### src/rtl/uart_rx.sv
// UART receiver: 2-flop synchronised rx line, 16x-oversampled mid-bit sampling,
// 8 data bits LSB first with optional parity, one-cycle rx_valid with error status.

module uart_rx #(
  parameter bit          parity_en  = 1'b1,
  parameter bit          parity_odd = 1'b0,
  parameter int unsigned OVERSAMPLE = 16
) (
  input  logic       clk,
  input  logic       reset_n,
  input  logic       os_tick,
  input  logic       rx,
  output logic [7:0] rx_data,
  output logic       rx_valid,
  output logic       parity_err,
  output logic       frame_err,
  output logic       rx_busy
);

  localparam int unsigned TickW = $clog2(OVERSAMPLE);
  localparam logic [TickW-1:0] TickMid  = TickW'(OVERSAMPLE / 2 - 1);
  localparam logic [TickW-1:0] TickLast = TickW'(OVERSAMPLE - 1);

  typedef enum logic [2:0] {
    StIdle,
    StStart,
    StData,
    StParity,
    StStop
  } state_e;

  state_e state_q, state_d;

  logic             rx_meta_q, rx_s_q, rx_prev_q;
  logic [TickW-1:0] tick_cnt_q, tick_cnt_d;
  logic [2:0]       bit_cnt_q, bit_cnt_d;
  logic [7:0]       shift_q, shift_d;
  logic             par_bit_q, par_bit_d;
  logic [7:0]       rx_data_q, rx_data_d;
  logic             rx_valid_q, rx_valid_d;
  logic             parity_err_q, parity_err_d;
  logic             frame_err_q, frame_err_d;

  logic start_edge;
  logic mid_start;
  logic mid_bit;
  logic deliver;
  logic exp_par;

  // rx is asynchronous to clk; every decision below uses the synchronised rx_s_q.
  always_ff @(posedge clk or negedge reset_n) begin
    if (!reset_n) begin
      rx_meta_q <= 1'b1;
      rx_s_q    <= 1'b1;
      rx_prev_q <= 1'b1;
    end else begin
      rx_meta_q <= rx;
      rx_s_q    <= rx_meta_q;
      rx_prev_q <= rx_s_q;
    end
  end

  // Only a fresh high->low transition starts a frame, so a held-low break never retriggers.
  assign start_edge = rx_prev_q & ~rx_s_q;
  assign mid_start  = os_tick && (tick_cnt_q == TickMid);
  assign mid_bit    = os_tick && (tick_cnt_q == TickLast);
  assign deliver    = (state_q == StStop) && mid_bit;
  assign exp_par    = parity_odd ? ~^shift_q : ^shift_q;

  // State register
  always_ff @(posedge clk or negedge reset_n) begin
    if (!reset_n) begin
      state_q <= StIdle;
    end else begin
      state_q <= state_d;
    end
  end

  // Next-state logic
  always_comb begin
    state_d = state_q;
    unique case (state_q)
      StIdle: begin
        if (start_edge) begin
          state_d = StStart;
        end
      end
      StStart: begin
        if (mid_start) begin
          state_d = rx_s_q ? StIdle : StData;
        end
      end
      StData: begin
        if (mid_bit && (bit_cnt_q == 3'd7)) begin
          state_d = parity_en ? StParity : StStop;
        end
      end
      StParity: begin
        if (mid_bit) begin
          state_d = StStop;
        end
      end
      StStop: begin
        if (mid_bit) begin
          state_d = StIdle;
        end
      end
      default: state_d = StIdle;
    endcase
  end

  // Datapath next-state: counters, shift register and delivered status.
  always_comb begin
    tick_cnt_d   = tick_cnt_q;
    bit_cnt_d    = bit_cnt_q;
    shift_d      = shift_q;
    par_bit_d    = par_bit_q;
    rx_data_d    = rx_data_q;
    parity_err_d = parity_err_q;
    frame_err_d  = frame_err_q;
    rx_valid_d   = 1'b0;

    if (state_d != state_q) begin
      tick_cnt_d = '0;
    end else if (os_tick && (state_q != StIdle)) begin
      // Explicit wrap keeps non-power-of-two oversampling ratios correct.
      tick_cnt_d = (tick_cnt_q == TickLast) ? '0 : tick_cnt_q + 1'b1;
    end

    if ((state_q == StStart) && mid_start) begin
      bit_cnt_d = 3'd0;
    end

    if ((state_q == StData) && mid_bit) begin
      shift_d   = {rx_s_q, shift_q[7:1]};
      bit_cnt_d = bit_cnt_q + 3'd1;
    end

    if ((state_q == StParity) && mid_bit) begin
      par_bit_d = rx_s_q;
    end

    if (deliver) begin
      rx_data_d    = shift_q;
      parity_err_d = parity_en & (par_bit_q != exp_par);
      frame_err_d  = ~rx_s_q;
      rx_valid_d   = 1'b1;
    end
  end

  always_ff @(posedge clk or negedge reset_n) begin
    if (!reset_n) begin
      tick_cnt_q   <= '0;
      bit_cnt_q    <= 3'd0;
      shift_q      <= 8'h00;
      par_bit_q    <= 1'b0;
      rx_data_q    <= 8'h00;
      rx_valid_q   <= 1'b0;
      parity_err_q <= 1'b0;
      frame_err_q  <= 1'b0;
    end else begin
      tick_cnt_q   <= tick_cnt_d;
      bit_cnt_q    <= bit_cnt_d;
      shift_q      <= shift_d;
      par_bit_q    <= par_bit_d;
      rx_data_q    <= rx_data_d;
      rx_valid_q   <= rx_valid_d;
      parity_err_q <= parity_err_d;
      frame_err_q  <= frame_err_d;
    end
  end

  // Output logic
  always_comb begin
    rx_busy    = (state_q != StIdle);
    rx_data    = rx_data_q;
    rx_valid   = rx_valid_q;
    parity_err = parity_err_q;
    frame_err  = frame_err_q;
  end

endmodule

### config.mk
export PLATFORM = sky130hd
export DESIGN_NAME = uart_rx
export DESIGN_NICKNAME = d
export VERILOG_FILES = /design/src/rtl/uart_rx.sv
export SDC_FILE = /design/constraint.sdc
export NUM_CORES = 1
export LEC_CHECK = 0
export CAP_MARGIN = 20
export CORE_MARGIN = 2
export CORE_UTILIZATION = 55
export DETAILED_ROUTE_END_ITERATION = 6
export PLACE_DENSITY = 0.9
export SYNTH_ARGS = -nofsm -noshare
export SYNTH_HDL_FRONTEND = slang
export SYNTH_SLANG_ARGS = --single-unit
### constraint.sdc
create_clock -name clk -period 2.5 [get_ports clk]
set_input_delay 0.375 -clock clk [delete_from_list [all_inputs] [get_ports clk]]
set_output_delay 0.375 -clock clk [all_outputs]
set_load 0.01 [all_outputs]
==> results by group, run 1 <==
Critical path
  – Worst path bufs/invs: 1
  – CP cell instances: or3_1 > clkdlybuf4s50_1
  – Worst EP required: 2120 ps
  – Slowest CP cell: dfrtp_1
  – Critical Path Fanout Max: 14
  – Max stage delay on crit path: between 500 and 600 ps
  – Crit end category: primary output
  – WS Path Type: flip-flop to primary output
  – Worst EP arrival: 1830 ps
  – Top Family by Delay on Critical Path: flip-flops
  – Worst setup SP type: flip-flop

Global route
  – Overflow after GRT: 0
  – Initial antenna violation count: 0
  – Total track usage: 0.2062
  – Vias in the first global route: 1049
  – Largest net degree at the start of global routing: 34
  – First-pass GRT wire length: 4954 um

STA
  – Min Tclk post-route: 2201 ps
  – Period utilization: 0.8804
  – Hold_ws: between 300 and 400 ps
  – Worst-Margin Slew: 471.9 ps
  – Final setup violation count: 0
  – Fin. Hold Viols: 0
  – Final setup TNS: 0 ps
  – Post-route setup slack: 298.9 ps
  – Unrepaired setup endpoints after global routing: no
  – Clk_skew: 11.73 ps
  – Max-slew violations: 0
  – Rel. slew slack: 0.6854
  – Fmax: 454.3 MHz

Layout
  – Total area of sequential cells: slightly above 800 um2
  – ANT cells: 0
  – Layout cells sized above 1: 0.1786
  – Fin nets: ~150
  – Final core utilization: 0.6581
  – Multi-input logic area: 664.4 um2
  – Fill count: about 190
  – Layout Area Growth over Synthesis: 15.63%

Pwr
  – VDD IR-drop max: between 0.4 and 0.5 mV
  – Comb pwr share: 0.205
  – Internal: 0.0008294 W
  – Sequential Power Share: 0.542
  – Clk pwr share: 0.253
  – Sw power: 0.0003904 W
  – Sw Ratio: 0.3201
  – Pwr Total: roughly 0.0012 W
  – Pwr Density: 690.0 mW/mm2
  – Leak Pwr: 0.8663 nW

Logic synthesis
  – Sequential-to-total area share from yosys stat: 0.5426
  – Distinct cell type count after synthesis: 38
  – Main synth FF type: dfrtp_1
  – Post-synth ARST share: 1.000
  – Cells after synthesis: 120
  – Mapped cell area: 0.001529 mm2
  – Syn_nets: ~130
  – Post-Syn Area per Cell: 12.74 um2
  – Synth top cells by count: 30 x dfrtp_1, 10 x mux2_1, 7 x a21oi_1, 7 x mux2_2, 7 x nand2_1
  – Syn. warnings: 0
  – Top cells by area, synth: dfrtp_1 49%, mux2_1 7.4%, dfstp_2 5.2%
  – Share of the synthesized area in the top cell type: 0.4910
  – Top-count cell post-synth: dfrtp_1
  – Cell type with the largest total area after synthesis: dfrtp_1
  – Number of synthesized register bits: 33
  – EDFF count, synth: 0

Clocking
  – Clk sinks: 33
  – Cts repair resizes: 0
  – Worst-path clk slew: around 90 ps
  – Cts bufs inserted: 5
  – CTS tree: done
  – Root Buffer: clkbuf_4
  – Clk buf depth: 2
  – Worst-skew pair later-pin latency: 330 ps
  – Htree depth: 2
  – # hold bufs at CTS: 0
  – # Post-CTS Setup Buffers: 0

Floorplan
  – FP Rows: 19
  – Initial Util: 0.5692
  – Die Ht: between 50 and 60 um
  – I/O pins: 16
  – Die area: 0.003218 mm2
  – Core Area: about 0.0027 mm2
  – Die Width: 56.73 um

Job
  – Max-cap violation count: 0

Hold path
  – Worst hold path class: flip-flop to flip-flop

Route
  – Met3 WL: 140 um
  – Vias per Instance: 5.947
  – Routed wire length: ~2800 um
  – Wl on met1: 1198 um
  – Routed wire length per instance: 16.25 um
  – Iteration-0 DRC Markers: 44
  – DR top layer: met4
  – Vias: 1017
  – Metal2 WL: 1372 um
  – DRC Markers: 0
  – TritonRoute pass-1 iters: 4
  – Detail Route Antenna Nets: 0

Place
  – Dpl ws: about 310 ps
  – Gpl congestion: 0.8682
  – Post-DP HPWL: about 1900 um
  – IO Port Bufs: 15

Run status
  – Status: completed
-- worst paths after layout --
path,start,to,slack [ps],cells after the start
worst max-delay path,state_q[2],rx_busy,300,2
worst min-delay path,rx_meta_q,rx_s_q,360,0
worst max register to register,tick_cnt_q[0],rx_data[7],560,4
worst min register to register,rx_meta_q,rx_s_q,360,0
max in group asynchronous,reset_n,rx_s_q,1730,2
min in group asynchronous,reset_n,tick_cnt_q[3],430,2
-- cells in the final DEF (no fill, tap or decap), drive strengths merged, types with 5 or more instances in the layout --
cell           netlist  routed
dfrtp               30      30
mux2                18      18
clkdlybuf4s50        0      15
clkbuf               1       8
a21oi                7       7
nand2                7       7
xnor2                6       6
o21ai                5       5
-- power groups by stage --
| stage | Clock [W] | Sequential, W | Combinational, W |
|---|---|---|---|
| floorplan | 0 | 0.000628 | 0.000219 |
| CTS | 0.000321 | 0.000660 | 0.000252 |
| detailed placement | 0 | 0.000670 | 0.000251 |
| finish | 0.000309 | 0.000661 | 0.000251 |
| global route | 0.000342 | 0.000676 | 0.000285 |
| global placement | 0 | 0.000663 | 0.000234 |
-- area by class of cell --
class                   instances  share of cell area
multi-input cells              79              0.3758
clock buffers                   8             0.03326
well taps                      31             0.02194
flip-flops and latches         33              0.4692
repair buffers                 17             0.09342
inverters                       3            0.006369
-- stage by stage --
| stage | cell area, um2 | std cells |
|---|---|---|
| 6_report | 1768 | 171 |
| 5_1_grt | 1768 | 171 |
| 4_1_cts | 1768 | 171 |
| 3_5_place_dp | 1709 | 163 |
| 3_3_place_gp | 1709 | 163 |
| 2_1_floorplan | 1529 | 120 |
-- routing by layer --
metal / track usage / vias up
li1: - / 475
met1: 0.2673 / 504
met2: 0.3206 / 30
met3: 0.04608 / 8
met4: 0.1122 / 0
met5: 0 / -
-- registers in the layout (all words and copies together) (netlist names) --
| register | count |
|---|---|
| shift_q | 8 |
| state_q | 3 |
| rx_s_q | 1 |
| rx_valid | 1 |
| frame_err | 1 |
| rx_data | 8 |
| rx_meta_q | 1 |
| parity_err | 1 |
| par_bit_q | 1 |
| tick_cnt_q | 4 |
| bit_cnt_q | 3 |
| rx_prev_q | 1 |
-- logic make-up (layout without fill, tap and decap cells) --
logic type / count (synthesis) / count (layout) / synth area share
AOI/OAI and AO/OA: 23 / 23 / 0.09411
xor gates and xnor gates: 10 / 10 / 0.06629
adders and majority gates: 3 / 3 / 0.02455
buffers and inverters: 8 / 28 / 0.02291
DFF: 33 / 33 / 0.5426
muxes: 20 / 20 / 0.1481
and+or+nand+nor: 23 / 23 / 0.1015
No activity file was read; power rests on OpenSTA's default activity.
==> inputs of run 2 (changes only) <==
--- a/config.mk
+++ b/config.mk
@@ -9,6 +9,7 @@
 export CORE_MARGIN = 2
 export CORE_UTILIZATION = 55
 export DETAILED_ROUTE_END_ITERATION = 6
+export GPL_ROUTABILITY_DRIVEN = 0
 export PLACE_DENSITY = 0.9
 export SYNTH_ARGS = -nofsm -noshare
 export SYNTH_HDL_FRONTEND = slang
==> constraint.sdc (replaced) <==
create_clock -name clk -period 2.41 [get_ports clk]
set_input_delay 0.3615 -clock clk [delete_from_list [all_inputs] [get_ports clk]]
set_output_delay 0.3615 -clock clk [all_outputs]
set_load 0.01 [all_outputs]
==> run 2 against run 1 <==
Effect of this change: cell count unchanged; critical path depth is the same; clock power fell by 4%; final area fell by 0.50%; setup slack worse by 70 ps; combinational power increased by 4%; wire length down 2.9%; worst hold slack improved by 1.2 ps; clock skew rose by 3.8 ps; register-to-register slack got worse by 80 ps; flip-flop and latch count stayed put; critical endpoint unchanged.
==> results by group, run 2 (synthesis results as in run 1) <==
Clocking
  – # Post-CTS Setup Buffers: 0
  – Worst-path clk slew: around 90 ps
  – Cts repair resizes: 0
  – Htree depth: 2
  – Clk buf depth: 2
  – Cts bufs inserted: 5
  – CTS tree: done
  – Clk sinks: 33
  – Worst-skew pair later-pin latency: 350 ps
  – # hold bufs at CTS: 0
  – Root Buffer: clkbuf_4

Global route
  – Met1 Use GR: 0.2389
  – Vias in the first global route: between 900 and 1000
  – Top Usage Layer GRT: met2
  – Met3 usage: 0.06452
  – First-pass GRT wire length: 4547 um
  – Largest net degree at the start of global routing: 34
  – Total track usage: 0.1908
  – Overflow after GRT: 0
  – Initial antenna violation count: 0
  – Met2 usage: 0.2957

Layout
  – Layout cells sized above 1: 0.1786
  – Layout Area Growth over Synthesis: 15.06%
  – Commonest non-fill, non-tap cell in the layout: dfrtp_1
  – ANT cells: 0
  – Fill count: 201
  – Design area: 0.001759 mm2
  – Total area of sequential cells: between 800 and 900 um2
  – Commonest non-fill, non-tap cells in the layout: 30 x dfrtp_1, 15 x clkdlybuf4s50_1, 10 x mux2_1
  – Post-route insts no fill: 171
  – Fin nets: 146
  – Multi-input logic area: 664.4 um2

Pwr
  – Pwr Density: 708.1 mW/mm2
  – Sw power: 0.0004155 W
  – Pwr Total: 0.001246 W
  – Comb pwr share: 0.211
  – VDD IR-drop max: 0.4697 mV
  – Internal: approximately 0.00083 W
  – Clk pwr share: 0.238
  – Sequential Power Share: 0.552
  – Sw Ratio: 0.3336
  – Leak Pwr: about 0.86 nW

Route
  – Routed wire length per instance: 15.78 um
  – Iteration-0 DRC Markers: 35
  – DRC Markers: 0
  – Routed wire length: around 2700 um
  – Detail Route Antenna Nets: 0
  – Vias per Instance: 5.708
  – Vias: between 900 and 1000
  – TritonRoute pass-1 iters: 4

Job
  – Max-cap violation count: 0

Critical path
  – Cells on worst reg2reg path: 4
  – Slowest CP cell: dfrtp_1
  – WS Path Type: flip-flop to primary output
  – Top Family by Delay on Critical Path: flip-flops
  – Worst EP required: 2050 ps
  – Critical Path Fanout Max: 14
  – Worst EP arrival: 1820 ps
  – Worst path bufs/invs: 1
  – CP cell instances: or3_1 > clkdlybuf4s50_1
  – Max stage delay on crit path: 550 ps
  – Crit end category: primary output
  – WP depth: 2
  – Worst setup SP type: flip-flop

Hold path
  – WHS Path Cells: 0
  – Worst hold path class: flip-flop to flip-flop

STA
  – Final setup violation count: 0
  – Rel. slew slack: 0.7023
  – Fin. Hold Viols: 0
  – Max-slew violations: 0
  – Worst-Margin Slew: 446.5 ps
  – Unrepaired setup endpoints after global routing: no
  – Clk_skew: around 16 ps
  – Fmax: 458.5 MHz
  – Min Tclk post-route: 2181 ps
  – Period utilization: 0.9051
  – Final setup TNS: 0 ps

Place
  – Placed Area: 0.001709 mm2
  – Post-DP HPWL: ~1800 um
  – IO Port Bufs: 15
  – Cells after DPL: 163

Floorplan
  – I/O pins: 16
  – Core Area: 0.002686 mm2
  – Die Ht: 56.73 um
  – Die area: ~0.0032 mm2
  – Die Width: about 57 um
  – FP Rows: 19
  – Initial Util: 0.5692

Run status
  – Status: completed
run 2: cell count changes in the layout (fill, tap and decap cells not counted), sizes merged:
cell    delta
clkinv     +1
clkbuf     -1
run 2: final timing paths:
| kind | slack, ps | startpoint | to |
|---|---|---|---|
| setup / recovery | 230 | state_q[2] | rx_busy |
| max in group asynchronous | 1660 | reset_n | rx_meta_q |
| hold / removal | 360 | rx_meta_q | rx_s_q |
| min in group asynchronous | 410 | reset_n | parity_err |
| setup reg to reg | 480 | tick_cnt_q[0] | rx_data[6] |
| hold reg to reg | 360 | rx_meta_q | rx_s_q |
run 2: routing by layer:
metal / wire length (um) / vias up
met1: 1220 / 475
met4: 53 / 0
met5: 0 / -
met2: 1320 / 23
li1: - / 472
met3: 104 / 6
run 2: worst register-to-register path, stage by stage (launching register included):
cell and delay (ps):
dfrtp_1 420, ha_1 320, and3_2 270, nand4_2 350, mux2_1 450
run 2: power groups by stage:
| stage | registers, W | logic (W) | clock network (W) |
|---|---|---|---|
| 5_1_grt | 0.000698 | 0.000293 | 0.000330 |
| 3_3_place_gp | 0.000687 | 0.000243 | 0 |
| 6_report | 0.000687 | 0.000262 | 0.000296 |
| 4_1_cts | 0.000686 | 0.000264 | 0.000306 |
| 3_5_place_dp | 0.000694 | 0.000261 | 0 |
| 2_1_floorplan | 0.000652 | 0.000227 | 0 |
run 2: final cells by class:
class                           instances  area share
Inverter                                3    0.006401
Sequential cell                        33      0.4715
Timing Repair Buffer                   17     0.09388
Multi-Input combinational cell         79      0.3777
Tap cell                               31     0.02205
Clock inverter                          1    0.002845
Clock buffer                            7     0.02560
run 2: per-stage QoR:
stage	setup WS (ps)	utilization	hold WS, ps
finish	228.8	0.6549	360.6
global route	159.5	0.6549	365.7
CTS	214.7	0.6549	362.5
detailed placement	213.0	0.6362	349.0
global placement	283.5	0.6362	347.3
floorplan	657.9	-	65.91
==> inputs of run 3 (changes only) <==
--- a/config.mk
+++ b/config.mk
@@ -5,7 +5,7 @@
 export SDC_FILE = /design/constraint.sdc
 export NUM_CORES = 1
 export LEC_CHECK = 0
-export CAP_MARGIN = 20
+export CAP_MARGIN = 40
 export CORE_MARGIN = 2
 export CORE_UTILIZATION = 55
 export DETAILED_ROUTE_END_ITERATION = 6
==> results of run 3 <==
The final DEF is identical to that of run 2; final timing and power are the same.
